$ cat src/rtl/sync_track.sv
// Receive-side frame-timing tracker: acquires slot alignment from a long_cp edge,
// then rebuilds sample/symbol/slot/frame counters and polices every incoming strobe.
module sync_track #(
  parameter int FFT_SIZE   = 2048,
  parameter int CP_LEN1    = 160,
  parameter int CP_LEN2    = 144,
  parameter int SYM_LEN    = 14,
  parameter int SLOT_LEN   = 20,
  parameter int FRAM_LEN   = 1024,
  parameter int LOCK_SLOTS = 2,
  parameter int MISS_MAX   = 3
) (
  input  logic        clk,
  input  logic        rst_n,
  input  logic        enable,
  input  logic [13:0] mode,
  input  logic        trigger,
  input  logic        long_cp,
  input  logic        clr_err,
  output logic        locked,
  output logic [15:0] sample_cnt,
  output logic [3:0]  symbol_cnt,
  output logic [7:0]  slot_cnt,
  output logic [9:0]  frame_cnt,
  output logic        sym_start,
  output logic        err_pulse,
  output logic [15:0] err_cnt,
  output logic        lock_lost
);

  typedef enum logic [1:0] {IDLE, HUNT, VERIFY, LOCK} state_t;

  localparam logic [15:0] SLEN0_LAST = 16'(FFT_SIZE + CP_LEN1 - 1);
  localparam logic [15:0] SLEN_LAST  = 16'(FFT_SIZE + CP_LEN2 - 1);
  localparam logic [15:0] HALF_FFT   = 16'(FFT_SIZE / 2);
  localparam logic [3:0]  SYM_LAST   = 4'(SYM_LEN - 1);
  localparam logic [7:0]  SLOT_LAST  = 8'(SLOT_LEN - 1);
  localparam logic [9:0]  FRAME_LAST = 10'(FRAM_LEN - 1);
  localparam logic [7:0]  GOOD_LIM   = 8'(LOCK_SLOTS);
  localparam logic [7:0]  MISS_LIM   = 8'(MISS_MAX);

  state_t      state, state_next;
  logic        long_cp_d;
  logic [7:0]  good_cnt, good_next;
  logic [7:0]  miss_cnt, miss_next;
  logic        slot_err, slot_err_next;

  logic [15:0] sample_next, sample_adv;
  logic [3:0]  symbol_next, symbol_adv;
  logic [7:0]  slot_next, slot_adv;
  logic [9:0]  frame_next, frame_adv;

  logic [15:0] mode_ext;
  logic        sample_wrap, symbol_wrap, slot_wrap;
  logic        exp_trig, exp_lcp, mismatch, lcp_rise;
  logic        err_hit, lost_hit;

  assign mode_ext    = {2'b00, mode};
  assign sample_wrap = (sample_cnt == ((symbol_cnt == 4'd0) ? SLEN0_LAST : SLEN_LAST));
  // symbol_wrap is also the slot-end cycle
  assign symbol_wrap = sample_wrap && (symbol_cnt == SYM_LAST);
  assign slot_wrap   = symbol_wrap && (slot_cnt == SLOT_LAST);

  assign exp_trig = mode_ext[symbol_cnt] && (sample_cnt < HALF_FFT);
  assign exp_lcp  = exp_trig && (symbol_cnt == 4'd0);
  assign mismatch = (trigger != exp_trig) || (long_cp != exp_lcp);
  assign lcp_rise = long_cp && !long_cp_d;

  assign sample_adv = sample_wrap ? 16'd0 : sample_cnt + 16'd1;
  assign symbol_adv = !sample_wrap ? symbol_cnt : (symbol_wrap ? 4'd0 : symbol_cnt + 4'd1);
  assign slot_adv   = !symbol_wrap ? slot_cnt : (slot_wrap ? 8'd0 : slot_cnt + 8'd1);
  assign frame_adv  = !slot_wrap ? frame_cnt :
                      ((frame_cnt == FRAME_LAST) ? 10'd0 : frame_cnt + 10'd1);

  // NOTE: every signal driven here gets a default first, so no path can leave one
  // unassigned and infer a latch.
  always_comb begin
    state_next    = state;
    sample_next   = sample_cnt;
    symbol_next   = symbol_cnt;
    slot_next     = slot_cnt;
    frame_next    = frame_cnt;
    good_next     = good_cnt;
    miss_next     = miss_cnt;
    slot_err_next = slot_err;
    err_hit       = 1'b0;
    lost_hit      = 1'b0;

    unique case (state)
      IDLE: state_next = HUNT;
      HUNT: begin
        if (lcp_rise) begin
          // The edge cycle is sample 0, so the counters land on sample 1.
          sample_next = 16'd1;
          symbol_next = 4'd0;
          slot_next   = 8'd0;
          frame_next  = 10'd0;
          good_next   = 8'd0;
          state_next  = VERIFY;
        end else begin
          {sample_next, symbol_next, slot_next, frame_next} =
            {sample_adv, symbol_adv, slot_adv, frame_adv};
        end
      end
      VERIFY: begin
        {sample_next, symbol_next, slot_next, frame_next} =
          {sample_adv, symbol_adv, slot_adv, frame_adv};
        if (mismatch) begin
          state_next = HUNT;
        end else if (symbol_wrap) begin
          good_next = good_cnt + 8'd1;
          if (good_next == GOOD_LIM) begin
            state_next    = LOCK;
            miss_next     = 8'd0;
            slot_err_next = 1'b0;
          end
        end
      end
      LOCK: begin
        {sample_next, symbol_next, slot_next, frame_next} =
          {sample_adv, symbol_adv, slot_adv, frame_adv};
        err_hit = mismatch;
        if (symbol_wrap) begin
          slot_err_next = 1'b0;
          if (slot_err || mismatch) begin
            miss_next = miss_cnt + 8'd1;
            if (miss_next == MISS_LIM) begin
              state_next = HUNT;
              lost_hit   = 1'b1;
              miss_next  = 8'd0;
            end
          end else begin
            miss_next = 8'd0;
          end
        end else begin
          slot_err_next = slot_err || mismatch;
        end
      end
      default: state_next = IDLE;
    endcase

    if (!enable) begin
      state_next    = IDLE;
      sample_next   = 16'd0;
      symbol_next   = 4'd0;
      slot_next     = 8'd0;
      frame_next    = 10'd0;
      good_next     = 8'd0;
      miss_next     = 8'd0;
      slot_err_next = 1'b0;
      err_hit       = 1'b0;
      lost_hit      = 1'b0;
    end
  end

  // NOTE: state registers use non-blocking assignments so every flop samples the
  // pre-edge values regardless of statement order.
  always_ff @(posedge clk or negedge rst_n) begin
    if (!rst_n) begin
      state      <= IDLE;
      long_cp_d  <= 1'b0;
      good_cnt   <= 8'd0;
      miss_cnt   <= 8'd0;
      slot_err   <= 1'b0;
      sample_cnt <= 16'd0;
      symbol_cnt <= 4'd0;
      slot_cnt   <= 8'd0;
      frame_cnt  <= 10'd0;
      locked     <= 1'b0;
      sym_start  <= 1'b0;
      err_pulse  <= 1'b0;
      err_cnt    <= 16'd0;
      lock_lost  <= 1'b0;
    end else begin
      state      <= state_next;
      long_cp_d  <= long_cp;
      good_cnt   <= good_next;
      miss_cnt   <= miss_next;
      slot_err   <= slot_err_next;
      sample_cnt <= sample_next;
      symbol_cnt <= symbol_next;
      slot_cnt   <= slot_next;
      frame_cnt  <= frame_next;
      locked     <= enable && (state == LOCK);
      sym_start  <= ((state_next == VERIFY) || (state_next == LOCK)) && (sample_next == 16'd0);
      err_pulse  <= err_hit;
      lock_lost  <= lost_hit;
      if (clr_err) begin
        err_cnt <= 16'd0;
      end else if (err_hit && (err_cnt != 16'hFFFF)) begin
        err_cnt <= err_cnt + 16'd1;
      end
    end
  end

endmodule

$ cat config.mk
export PLATFORM = sky130hd
export DESIGN_NAME = sync_track
export DESIGN_NICKNAME = d
export VERILOG_FILES = /design/src/rtl/sync_track.sv
export SDC_FILE = /design/constraint.sdc
export NUM_CORES = 1
export LEC_CHECK = 0
export ABC_AREA = 1
export ABC_CLOCK_PERIOD_IN_PS = 4059
export CORE_MARGIN = 2
export CORE_UTILIZATION = 30
export DETAILED_ROUTE_END_ITERATION = 10
export PLACE_DENSITY_LB_ADDON = 0.3
export SKIP_LAST_GASP = 1
export SLEW_MARGIN = 20
export SYNTH_ARGS = -nofsm -noshare
export SYNTH_HDL_FRONTEND = slang
export SYNTH_SLANG_ARGS = --single-unit
$ cat constraint.sdc
create_clock -name clk -period 4.06 [get_ports clk]
set_input_delay 0.609 -clock clk [delete_from_list [all_inputs] [get_ports clk]]
set_output_delay 0.609 -clock clk [all_outputs]
set_load 0.03 [all_outputs]
==> impl_metrics.env <==
export IMPL_grt_pass1_vias=4436
export IMPL_cts_tree="yes"
export IMPL_yosys_warnings=0
export IMPL_cp_data_arrival_time_ns=2.91
export IMPL_clock_skew_ns=0.0113
export IMPL_synthMuxAreaShare_pct=0
export IMPL_cts_max_level=3
export IMPL_avgSynthCellArea_um2=7.44
export IMPL_dieArea_mm2=0.0185
export IMPL_drive_above_1_share_pct=10.2
export IMPL_netlist_instances=702
export IMPL_run_status="finished clean"
export IMPL_place_hpwl_mm=9.43
export IMPL_peakVddDrop_mv=0.206
export IMPL_drtIter0Drc=265
export IMPL_synth_fp_nets=733
export IMPL_cts_made_buffers=9
export IMPL_grt_antenna_before_repair=0
export IMPL_power_density_mw_per_mm2=268
export IMPL_clkTransAtPathRegs_ns=0.06
export IMPL_yosys_area_share_simple_pct=36.8
export IMPL_vias_per_cell=4.68
export IMPL_worstPathRequired_ns=4.29
export IMPL_path_class="reg -> reg"
export IMPL_n_fill_cell=1852
export IMPL_critPathLaunchType="register"
export IMPL_fin_crit_sh_pct=66.0
export IMPL_max_cap_violations=0
export IMPL_synth_compound_gate_area_share_pct=7.41
export IMPL_yosysSeqAreaShare_pct=37.4
export IMPL_nets=808
export IMPL_synth_xor_area_share_pct=6.90
export IMPL_insertion_delay_ns=0.35
export IMPL_synth_top_family_by_area="simple AND/OR/NAND/NOR gates"
export IMPL_rows=48
export IMPL_slowest_stage="dfrtp_1"
export IMPL_wire_per_inst_um=13.0
export IMPL_grt_usage_pct=14.9
export IMPL_die_w_um=136
export IMPL_timing_final_ws_setup_ns=1.38
export IMPL_slowest_delay_ns=0.63
export IMPL_cp_common_cell="nand2_1"
export IMPL_cts_resized=0
export IMPL_synthesis_area_mm2=0.00522
export IMPL_hold_viol=0
export IMPL_clock_tree_buffer_depth=2
export IMPL_synthDistinctLibCells=46
export IMPL_min_period_ns=2.68
export IMPL_rsz0062_at_grt="no"
export IMPL_synthArstFlopShare_pct=100
export IMPL_postRouteAntennaNets=0
export IMPL_fin_hold_ws_ns=0.297
export IMPL_setup_viol=0
export IMPL_routed_wl_mm=13.1
export IMPL_route_vias_total=4713
export IMPL_mostFrequentLayoutCells="150 x nand2_1, 87 x nand3_1, 86 x inv_1, 78 x dfrtp_1, 76 x clkdlybuf4s50_1"
export IMPL_coreArea_mm2=0.0172
export IMPL_grt_max_degree=79
export IMPL_p_leak_uw=0.00292
export IMPL_final_setup_tns_ns=0
export IMPL_slew_violations=0
export IMPL_crit_fanout=15
export IMPL_clock_sinks=78
export IMPL_final_common_cell="nand2_1"
export IMPL_synthToLayoutAreaGrowth_pct=23.9
export IMPL_portBuffers=77
export IMPL_synth_main_ff_cell="dfrtp_1"
export IMPL_hold_path_class="in -> async"
export IMPL_hold_buffers=0
export IMPL_worstSetupEndpointType="register"
export IMPL_drt_pass1_iter_count=4
export IMPL_synth_edf_count=0
export IMPL_max_clock_freq_mhz=373
export IMPL_dp_slack_ns=1.05
export IMPL_diodes=0
export IMPL_cts_setup_buffers=0
export IMPL_die_height_um=136
export IMPL_synth_seq_cells=78
export IMPL_drcViolationCount=0
export IMPL_cp_cell_sequence="inv_6 > ha_1 > nand3_2 > xor2_4 > nand2_1 > nor2_2 > nand4_1 > nand2_1 > nand3_2 > nand2_1 > o21ai_2"
export IMPL_gr_total_overflow=0
export IMPL_clock_root_buffer="clkbuf_16"
export IMPL_grt_pass1_wl_mm=21.7
export IMPL_synth_adder_area_share_pct=2.64
export IMPL_io_pin_count=78
export IMPL_place_congestion=0.800
export IMPL_tightest_slew_ns=0.760
export IMPL_slew_headroom_pct=49.3
export IMPL_start_util_pct=30.4
-- power breakdown --
part | internal [uW] | switching (uW)
registers | 784 | 6.58
clock network | 475 | 331
logic | 44.4 | 94.9
total | 1300 | 432
-- final timing paths --
kind / start / end / slack (ns) / cells after the start
setup / recovery: symbol_cnt[0]$_DFFE_PN0P_ / miss_cnt[5]$_DFFE_PN0P_ / 1.38 / 11
min in group clk: miss_cnt[7]$_DFFE_PN0P_ / miss_cnt[7]$_DFFE_PN0P_ / 0.51 / 2
max in group asynchronous: rst_n / sample_cnt[3]$_DFF_PN0_ / 3.24 / 1
hold / removal: rst_n / err_cnt[8]$_DFFE_PN0P_ / 0.30 / 1
setup reg to reg: symbol_cnt[0]$_DFFE_PN0P_ / miss_cnt[5]$_DFFE_PN0P_ / 1.38 / 11
hold reg to reg: miss_cnt[7]$_DFFE_PN0P_ / miss_cnt[7]$_DFFE_PN0P_ / 0.51 / 2
-- cells in the mapped netlist (2+ instances only) --
master	n	area, um^2
nor2_1	73	274
buf_6	3	33.8
nand3_2	4	40.0
o21ai_1	11	55.1
nand3_1	87	435
inv_1	86	323
ha_1	11	138
buf_2	2	10.0
xnor2_1	9	78.8
xor2_1	29	254
inv_2	8	30.0
o22ai_1	7	43.8
clkbuf_1	5	18.8
buf_4	2	15.0
nand2_1	150	563
nand4_1	30	188
o21ai_0	28	140
nor4_1	2	12.5
nand2_2	27	169
nand2_4	2	22.5
dfrtp_1	78	1950
o211ai_1	2	15.0
o21ai_2	6	52.6
nor3_2	3	30.0
nor2_2	3	18.8
nor3_1	10	50.1
nand3b_1	2	15.0
a21oi_1	4	20.0
-- routing by layer --
metal	track usage, %	part of all wire (%)
met5	0	0
met4	4.63	1.6
met3	5.00	5.9
met2	23.2	45
met1	19.4	47
-- cell families (layout without fill, tap and decap cells) --
kind of cell / after synthesis / after routing
AOI/OAI and AO/OA: 63 / 63
xor gates and xnor gates: 39 / 39
DFF: 78 / 78
adders and majority gates: 11 / 11
and+or+nand+nor: 402 / 402
buffers and inverters: 109 / 188
-- through the flow --
step | area [um^2] | instances | total power, uW | utilization (%)
after global placement | 6180 | 991 | 945 | 36.0
final | 6470 | 1006 | 1740 | 37.7
after detailed placement | 6180 | 991 | 946 | 36.0
after floorplan | 5220 | 702 | 885 | -
after CTS | 6460 | 1006 | 1770 | 37.6
after global routing | 6470 | 1006 | 1820 | 37.7
-- state kept, by name (all words and copies together), names as in the netlist, 2 cells and up --
name,flops
err_cnt,16
sample_cnt,16
frame_cnt,10
good_cnt,8
miss_cnt,8
slot_cnt,8
symbol_cnt,4
state,2
-- final cells by class --
class	count	area, um^2	area share (%)
clock buffer	10	229	3.54
clock inverter	5	60.1	0.928
inverter	95	362	5.59
multi-input combinational	515	2810	43.4
sequential	78	1950	30.2
tap	225	282	4.35
timing repair buffer	78	779	12.1
-- critical path: cells and delay by family, from the launching register on --
kind	cells	cell delay, ns
AOI/OAI and AO/OA	1	0.06
adders and majority gates	1	0.23
buffers and inverters	1	0.10
xor gates and xnor gates	1	0.22
DFF	1	0.63
and+or+nand+nor	7	1.32
No activity file was read; power rests on OpenSTA's default activity.
